### src/rtl/imem_pkg.sv
// Shared types for the instruction-memory fetch port: fault codes, the
// buffered response record and the built-in boot image.
package imem_pkg;

    localparam logic [31:0] NOP_INST = 32'h0000_0013;

    typedef enum logic [1:0] {
        FAULT_NONE     = 2'b00,
        FAULT_MISALIGN = 2'b01,
        FAULT_RANGE    = 2'b10
    } imem_fault_e;

    typedef struct packed {
        logic [31:0] inst;
        imem_fault_e fault;
    } imem_rsp_t;

    localparam int RSP_W = $bits(imem_rsp_t);

    // Boot program placed at the bottom of memory; everything above it is zero.
    function automatic logic [31:0] boot_word(input int idx);
        case (idx)
            32'sd0:  return 32'h0F05_3483;
            32'sd1:  return 32'h009A_84B3;
            32'sd2:  return 32'h0014_8493;
            32'sd3:  return 32'h0E95_3823;
            default: return 32'h0000_0000;
        endcase
    endfunction

endpackage

### src/rtl/imem_rsp_fifo.sv
// Two-entry response FIFO. Entry 0 is always the head so the consumer sees
// register outputs directly; the buffer is flushed asynchronously by rst_n.
module imem_rsp_fifo
    import imem_pkg::*;
(
    input  logic             clk,
    input  logic             rst_n,
    input  logic             push,
    input  logic [RSP_W-1:0] push_data,
    input  logic             pop,
    output logic [1:0]       count,
    output logic [RSP_W-1:0] head_data
);

    logic [RSP_W-1:0] slot0_r;
    logic [RSP_W-1:0] slot1_r;
    logic [1:0]       count_r;
    logic [1:0]       cnt_nxt_s;
    logic             push_ok_s;
    logic             pop_ok_s;

    // Qualify push/pop against the occupancy and derive the next count.
    always_comb begin
        push_ok_s = push && (count_r != 2'd2);
        pop_ok_s  = pop && (count_r != 2'd0);
        if (push_ok_s && !pop_ok_s) begin
            cnt_nxt_s = count_r + 2'd1;
        end else if (pop_ok_s && !push_ok_s) begin
            cnt_nxt_s = count_r - 2'd1;
        end else begin
            cnt_nxt_s = count_r;
        end
    end

    // Storage and occupancy; a pop with two entries shifts the tail into the head.
    always_ff @(posedge clk or negedge rst_n) begin
        if (!rst_n) begin
            slot0_r <= '0;
            slot1_r <= '0;
            count_r <= 2'd0;
        end else begin
            count_r <= cnt_nxt_s;
            case (count_r)
                2'd0: begin
                    if (push_ok_s) begin
                        slot0_r <= push_data;
                    end
                end
                2'd1: begin
                    if (push_ok_s && pop_ok_s) begin
                        slot0_r <= push_data;
                    end else if (push_ok_s) begin
                        slot1_r <= push_data;
                    end
                end
                2'd2: begin
                    if (pop_ok_s) begin
                        slot0_r <= slot1_r;
                    end
                end
                default: begin
                    slot0_r <= slot0_r;
                end
            endcase
        end
    end

    assign count     = count_r;
    assign head_data = slot0_r;

endmodule

### src/rtl/imem_fetch_port.sv
// Byte-addressed instruction memory with a valid/ready fetch channel and a
// 2-deep response buffer. Optional byte write port: IMEM_WRITE_PORT_EN.
module imem_fetch_port
    import imem_pkg::*;
#(
    parameter int    ADDR_W      = 64,
    parameter int    DEPTH_WORDS = 16,
    parameter string INIT_FILE   = "imem_init.hex"
) (
    input  logic              clk,
    input  logic              reset,
`ifdef IMEM_WRITE_PORT_EN
    input  logic              wr_en,
    input  logic [ADDR_W-1:0] wr_addr,
    input  logic [7:0]        wr_data,
`endif
    input  logic              req_valid,
    output logic              req_ready,
    input  logic [ADDR_W-1:0] req_addr,
    output logic              rsp_valid,
    input  logic              rsp_ready,
    output logic [31:0]       rsp_inst,
    output logic [1:0]        rsp_fault
);

    localparam int                BYTES      = DEPTH_WORDS * 4;
    localparam int                IDX_W      = $clog2(BYTES);
    localparam logic [ADDR_W-1:0] BYTE_LIMIT = ADDR_W'(BYTES);

    // The default image name maps to the boot program; an empty name starts cleared.
    function automatic logic [BYTES-1:0][7:0] build_image();
        logic [BYTES-1:0][7:0] img;
        logic [31:0]           word;
        img = '0;
        if (INIT_FILE != "") begin
            for (int w = 0; w < 4; w++) begin
                word = boot_word(w);
                img[IDX_W'(w * 4 + 0)] = word[7:0];
                img[IDX_W'(w * 4 + 1)] = word[15:8];
                img[IDX_W'(w * 4 + 2)] = word[23:16];
                img[IDX_W'(w * 4 + 3)] = word[31:24];
            end
        end else begin
            img = '0;
        end
        return img;
    endfunction

    localparam logic [BYTES-1:0][7:0] BOOT_IMAGE = build_image();

`ifdef IMEM_WRITE_PORT_EN
    logic [BYTES-1:0][7:0] mem_r = BOOT_IMAGE;
    logic                  wr_hit_s;

    assign wr_hit_s = wr_en && (wr_addr < BYTE_LIMIT);

    // Byte writes; the fetch decode below samples the pre-edge contents.
    always_ff @(posedge clk) begin
        if (wr_hit_s) begin
            mem_r[wr_addr[IDX_W-1:0]] <= wr_data;
        end
    end
`else
    logic [BYTES-1:0][7:0] mem_r;

    assign mem_r = BOOT_IMAGE;
`endif

    imem_rsp_t        rd_rsp_s;
    imem_rsp_t        head_s;
    logic [IDX_W-3:0] word_base_s;
    logic [1:0]       count_s;
    logic [RSP_W-1:0] head_data_s;
    logic             accept_s;
    logic             pop_s;

    // Fault classification; misalignment wins and faulted fetches never touch memory.
    always_comb begin
        rd_rsp_s.inst  = NOP_INST;
        rd_rsp_s.fault = FAULT_NONE;
        word_base_s    = req_addr[IDX_W-1:2];
        if (req_addr[1:0] != 2'b00) begin
            rd_rsp_s.fault = FAULT_MISALIGN;
        end else if (req_addr >= BYTE_LIMIT) begin
            rd_rsp_s.fault = FAULT_RANGE;
        end else begin
            rd_rsp_s.inst = {mem_r[{word_base_s, 2'b11}], mem_r[{word_base_s, 2'b10}],
                             mem_r[{word_base_s, 2'b01}], mem_r[{word_base_s, 2'b00}]};
        end
    end

    assign accept_s = req_valid && req_ready;
    assign pop_s    = rsp_valid && rsp_ready;

    imem_rsp_fifo u_rsp_fifo (
        .clk       (clk),
        .rst_n     (reset),
        .push      (accept_s),
        .push_data (rd_rsp_s),
        .pop       (pop_s),
        .count     (count_s),
        .head_data (head_data_s)
    );

    assign head_s    = imem_rsp_t'(head_data_s);
    assign req_ready = (count_s != 2'd2);
    assign rsp_valid = (count_s != 2'd0);
    assign rsp_inst  = head_s.inst;
    assign rsp_fault = head_s.fault;

endmodule

### config.mk
export PLATFORM = sky130hd
export DESIGN_NAME = imem_fetch_port
export DESIGN_NICKNAME = d
export VERILOG_FILES = /design/src/rtl/imem_pkg.sv /design/src/rtl/imem_rsp_fifo.sv /design/src/rtl/imem_fetch_port.sv
export SDC_FILE = /design/constraint.sdc
export NUM_CORES = 1
export LEC_CHECK = 0
export CAP_MARGIN = 30
export CELL_PAD_IN_SITES_DETAIL_PLACEMENT = 1
export CELL_PAD_IN_SITES_GLOBAL_PLACEMENT = 2
export CORE_UTILIZATION = 19
export CTS_BUF_LIST = sky130_fd_sc_hd__clkbuf_4 sky130_fd_sc_hd__clkbuf_8
export DETAILED_ROUTE_END_ITERATION = 7
export PLACE_DENSITY = 0.87
export SYNTH_ARGS = -nofsm -noshare
export SYNTH_HDL_FRONTEND = slang
export SYNTH_SLANG_ARGS = --single-unit
### constraint.sdc
create_clock -name clk -period 2.5 [get_ports clk]
set_input_delay 0.625 -clock clk [delete_from_list [all_inputs] [get_ports clk]]
set_output_delay 0.625 -clock clk [all_outputs]
set_load 0.02 [all_outputs]
==> results.toml <==
[route]
drc = 7
vias = 1713
ant_nets = 0
drt-total-wl_um = 5559
first_pass_iters = 6
drtIter0Drc = 58
via_per_inst = 4.392
wl_per_cell_um = 14.25

[timing]
min_period_ns = 2.388
drv_slew = 0
fin_crit_sh_pct = 95.53
hold_viol = 0
fmax_ghz = 0.4187
finalSetupViolations = 0
whs_ns = 0.4867
skew_ns = 0.001609

[critical_path]
startpoint_type = "flop"
critPathKind = "flop to primary output"
endpoint_kind = "primary output"
crit_family = "buffers and inverters"
slowest_stage = "clkdlybuf4s50_1"
crit_fanout = 4
cp.arrival_ns = 1.76
crit_top_cell = "inv_1"
required_ns = 1.88
crit_chain = "inv_1 -> ha_1 -> inv_1 -> clkdlybuf4s50_1"
critPathMaxStageDelay_ns = 0.64
critPathBufInv = 3

[global_route]
grt_pass1_wl_um = 9032
gr-total-overflow = 0
antenna_found_initial = 0
grt_max_degree = 29
grt_pass1_vias = 1882
grtUsageTotal_pct = 11.75

[power]
p_total_w = 0.002556
p_seq_share_pct = 26.4
leakage_nw = 1.166
clkPwrFrac_pct = 14.0
swShare_pct = 40.99
p_int_w = 0.001508
p_comb_share_pct = 59.6
irDropWorstVdd_uv = 275.5
p_switching_w = 0.001048
p_per_area_mw_per_mm2 = 912.1

[floorplanning]
die-area_sq_mm = 0.009527
core_area_sq_mm = 0.008806
initial_core_util_pct = 19.72
dieWidth_um = 97.61
io_pins = 104
rows = 34
die_h_um = 97.61

[clock_tree]
cts_buffer_depth = 2
hold_buffers = 0
cts_tree = "yes"
clkSinkCount = 28
insertion_delay_ns = 0.27
cts-resized-gates = 0
post_cts_buffers = 0
cts-buffers-inserted = 3
clk_pin_slew_ns = 0.10
htreeDepth = 1
cts.root.buffer_cell = "clkbuf_8"

[cells_and_area]
area_growth_pct = 61.38
layout.nets = 364
fin_cells = 390
drive_gt1_share_pct = 7.092
antenna_cells = 0
final_util_pct = 31.83
fin_area_sq_mm = 0.002803

[logic_synthesis]
synth-edff-count = 0
yosysTopAreaCellShare_pct = 40.35
ys_seq_area_share_pct = 40.35
syn_area_sq_mm = 0.001737
ys_types = 33
synthFlopType = "dfrtp_1"
synthCells = 191
ys_ff_latch = 28
async_flop_share_pct = 100.0
avgSynthCellArea_sq_um = 9.092
synth_top_area_cell = "dfrtp_1"
synth.area.top_cells = "dfrtp_1, ha_1, buf_4, nor4_1, nand2_1"
yosysWarningCount = 0

[worst_hold_path]
hp-class = "flop to flop"

[placement]
placed_area_sq_mm = 0.002725
portBuffers = 91
hpwl_um = 4463
gp_congestion = 0.7187
dpl.cell_count = 386

[status]
violations = "DRC"
status = "complete, but fails checks"

[job]
drv_cap = 0
[path summary, 6_finish.rpt]
check,startpoint,end,slack [ns],cells past startpoint
max reg2reg,u_rsp_fifo.count[0],u_rsp_fifo.head_data[6],0.37,11
min in group asynchronous,reset,u_rsp_fifo.head_data[25],0.73,2
max in group asynchronous,reset,u_rsp_fifo.head_data[3],1.50,2
min reg2reg,u_rsp_fifo.slot1_r[17],u_rsp_fifo.slot1_r[17],0.49,2
max,u_rsp_fifo.count[0],req_ready,0.11,4
min,u_rsp_fifo.slot1_r[17],u_rsp_fifo.slot1_r[17],0.49,2
[worst min-delay path: cells and delay by family, from the launching register on]
kind,cells,cell delay (ns)
AOI/OAI and AO/OA,1,0.06
DFF,1,0.35
and+or+nand+nor,1,0.05
[synth_stat cells (3+ instances only)]
cell type / count
inv_1: 11
o21ai_0: 5
dfrtp_1: 28
nor4_1: 15
clkbuf_1: 4
buf_4: 21
ha_1: 13
nand3_1: 4
nor2b_1: 3
nor2_1: 15
nand2_1: 19
o31ai_1: 9
a21oi_1: 13
o22ai_1: 8
[area by class of cell]
class	instances	area [sq um]
clock buffers	3	41.29
clock inverters	1	30.03
fillers	1003	6003
inverters	11	41.29
multi-input cells	136	853.3
flip-flops and latches	28	700.7
well taps	108	135.1
repair buffers	103	1001
[cell families (layout without fill, tap and decap cells)]
kind of cell | Yosys count | after routing | share of synthesized area (%)
AO/OA/AOI/OAI | 43 | 43 | 16.35
XOR/XNOR | 2 | 2 | 1.009
adder cells (fa/ha/maj) | 13 | 13 | 9.366
buffers and inverters | 38 | 118 | 13.26
flip-flops | 28 | 28 | 40.35
other | 1 | 12 | 0.2159
AND/OR/NAND/NOR | 66 | 66 | 19.45
[state kept, by name, indices dropped and copies added (netlist names)]
name and count:
u_rsp_fifo.count 2, u_rsp_fifo.head_data 13, u_rsp_fifo.slot1_r 13
[cell usage in the layout, fill, tap and decap left out, drive strengths merged]
cell type      synthesis  final
a2111o                 1      1
a2111oi                1      1
a21oi                 13     13
a22o                   1      1
a2bb2oi                2      2
a31oi                  1      1
and2                   1      1
and3                   1      1
and4                   1      1
buf                   23     12
bufinv                 0      1
clkbuf                 4      3
clkdlybuf4s50          0     91
conb                   1     12
dfrtp                 28     28
ha                    13     13
inv                   11     11
nand2                 19     19
nand2b                 2      2
nand3                  4      4
nand4                  2      2
nor2                  15     15
nor2b                  3      3
nor3                   2      2
nor4                  16     16
o21a                   1      1
o21ai                  5      5
o22ai                  8      8
o31a                   1      1
o31ai                  9      9
xnor2                  1      1
xor2                   1      1
[power groups by stage]
stage / sequential (W) / combinational (W) / clock [W]
2_1_floorplan: 0.000775 / 0.000825 / 0
3_3_place_gp: 0.000682 / 0.00151 / 0
3_5_place_dp: 0.000690 / 0.00154 / 0
4_1_cts: 0.000680 / 0.00155 / 0.000367
5_1_grt: 0.000698 / 0.00167 / 0.000381
6_report: 0.000675 / 0.00152 / 0.000357
[through the flow]
stage	worst slack (ns)	TNS (ns)
4_1_cts	0.09513	0
2_1_floorplan	0.07397	0
3_5_place_dp	-0.1690	-1.294
5_1_grt	-0.01296	-0.01296
6_report	0.1118	0
3_3_place_gp	-0.04111	-0.3702
[metal layers]
layer | up-vias | share of wire [%] | track usage [%]
met5 | - | 0 | 0
li1 | 827 | - | -
met1 | 841 | 40 | 13.31
met4 | 0 | 1.7 | 4.079
met2 | 37 | 55 | 22.80
met3 | 8 | 2.4 | 0.9353
No activity file was read; power rests on OpenSTA's default activity.
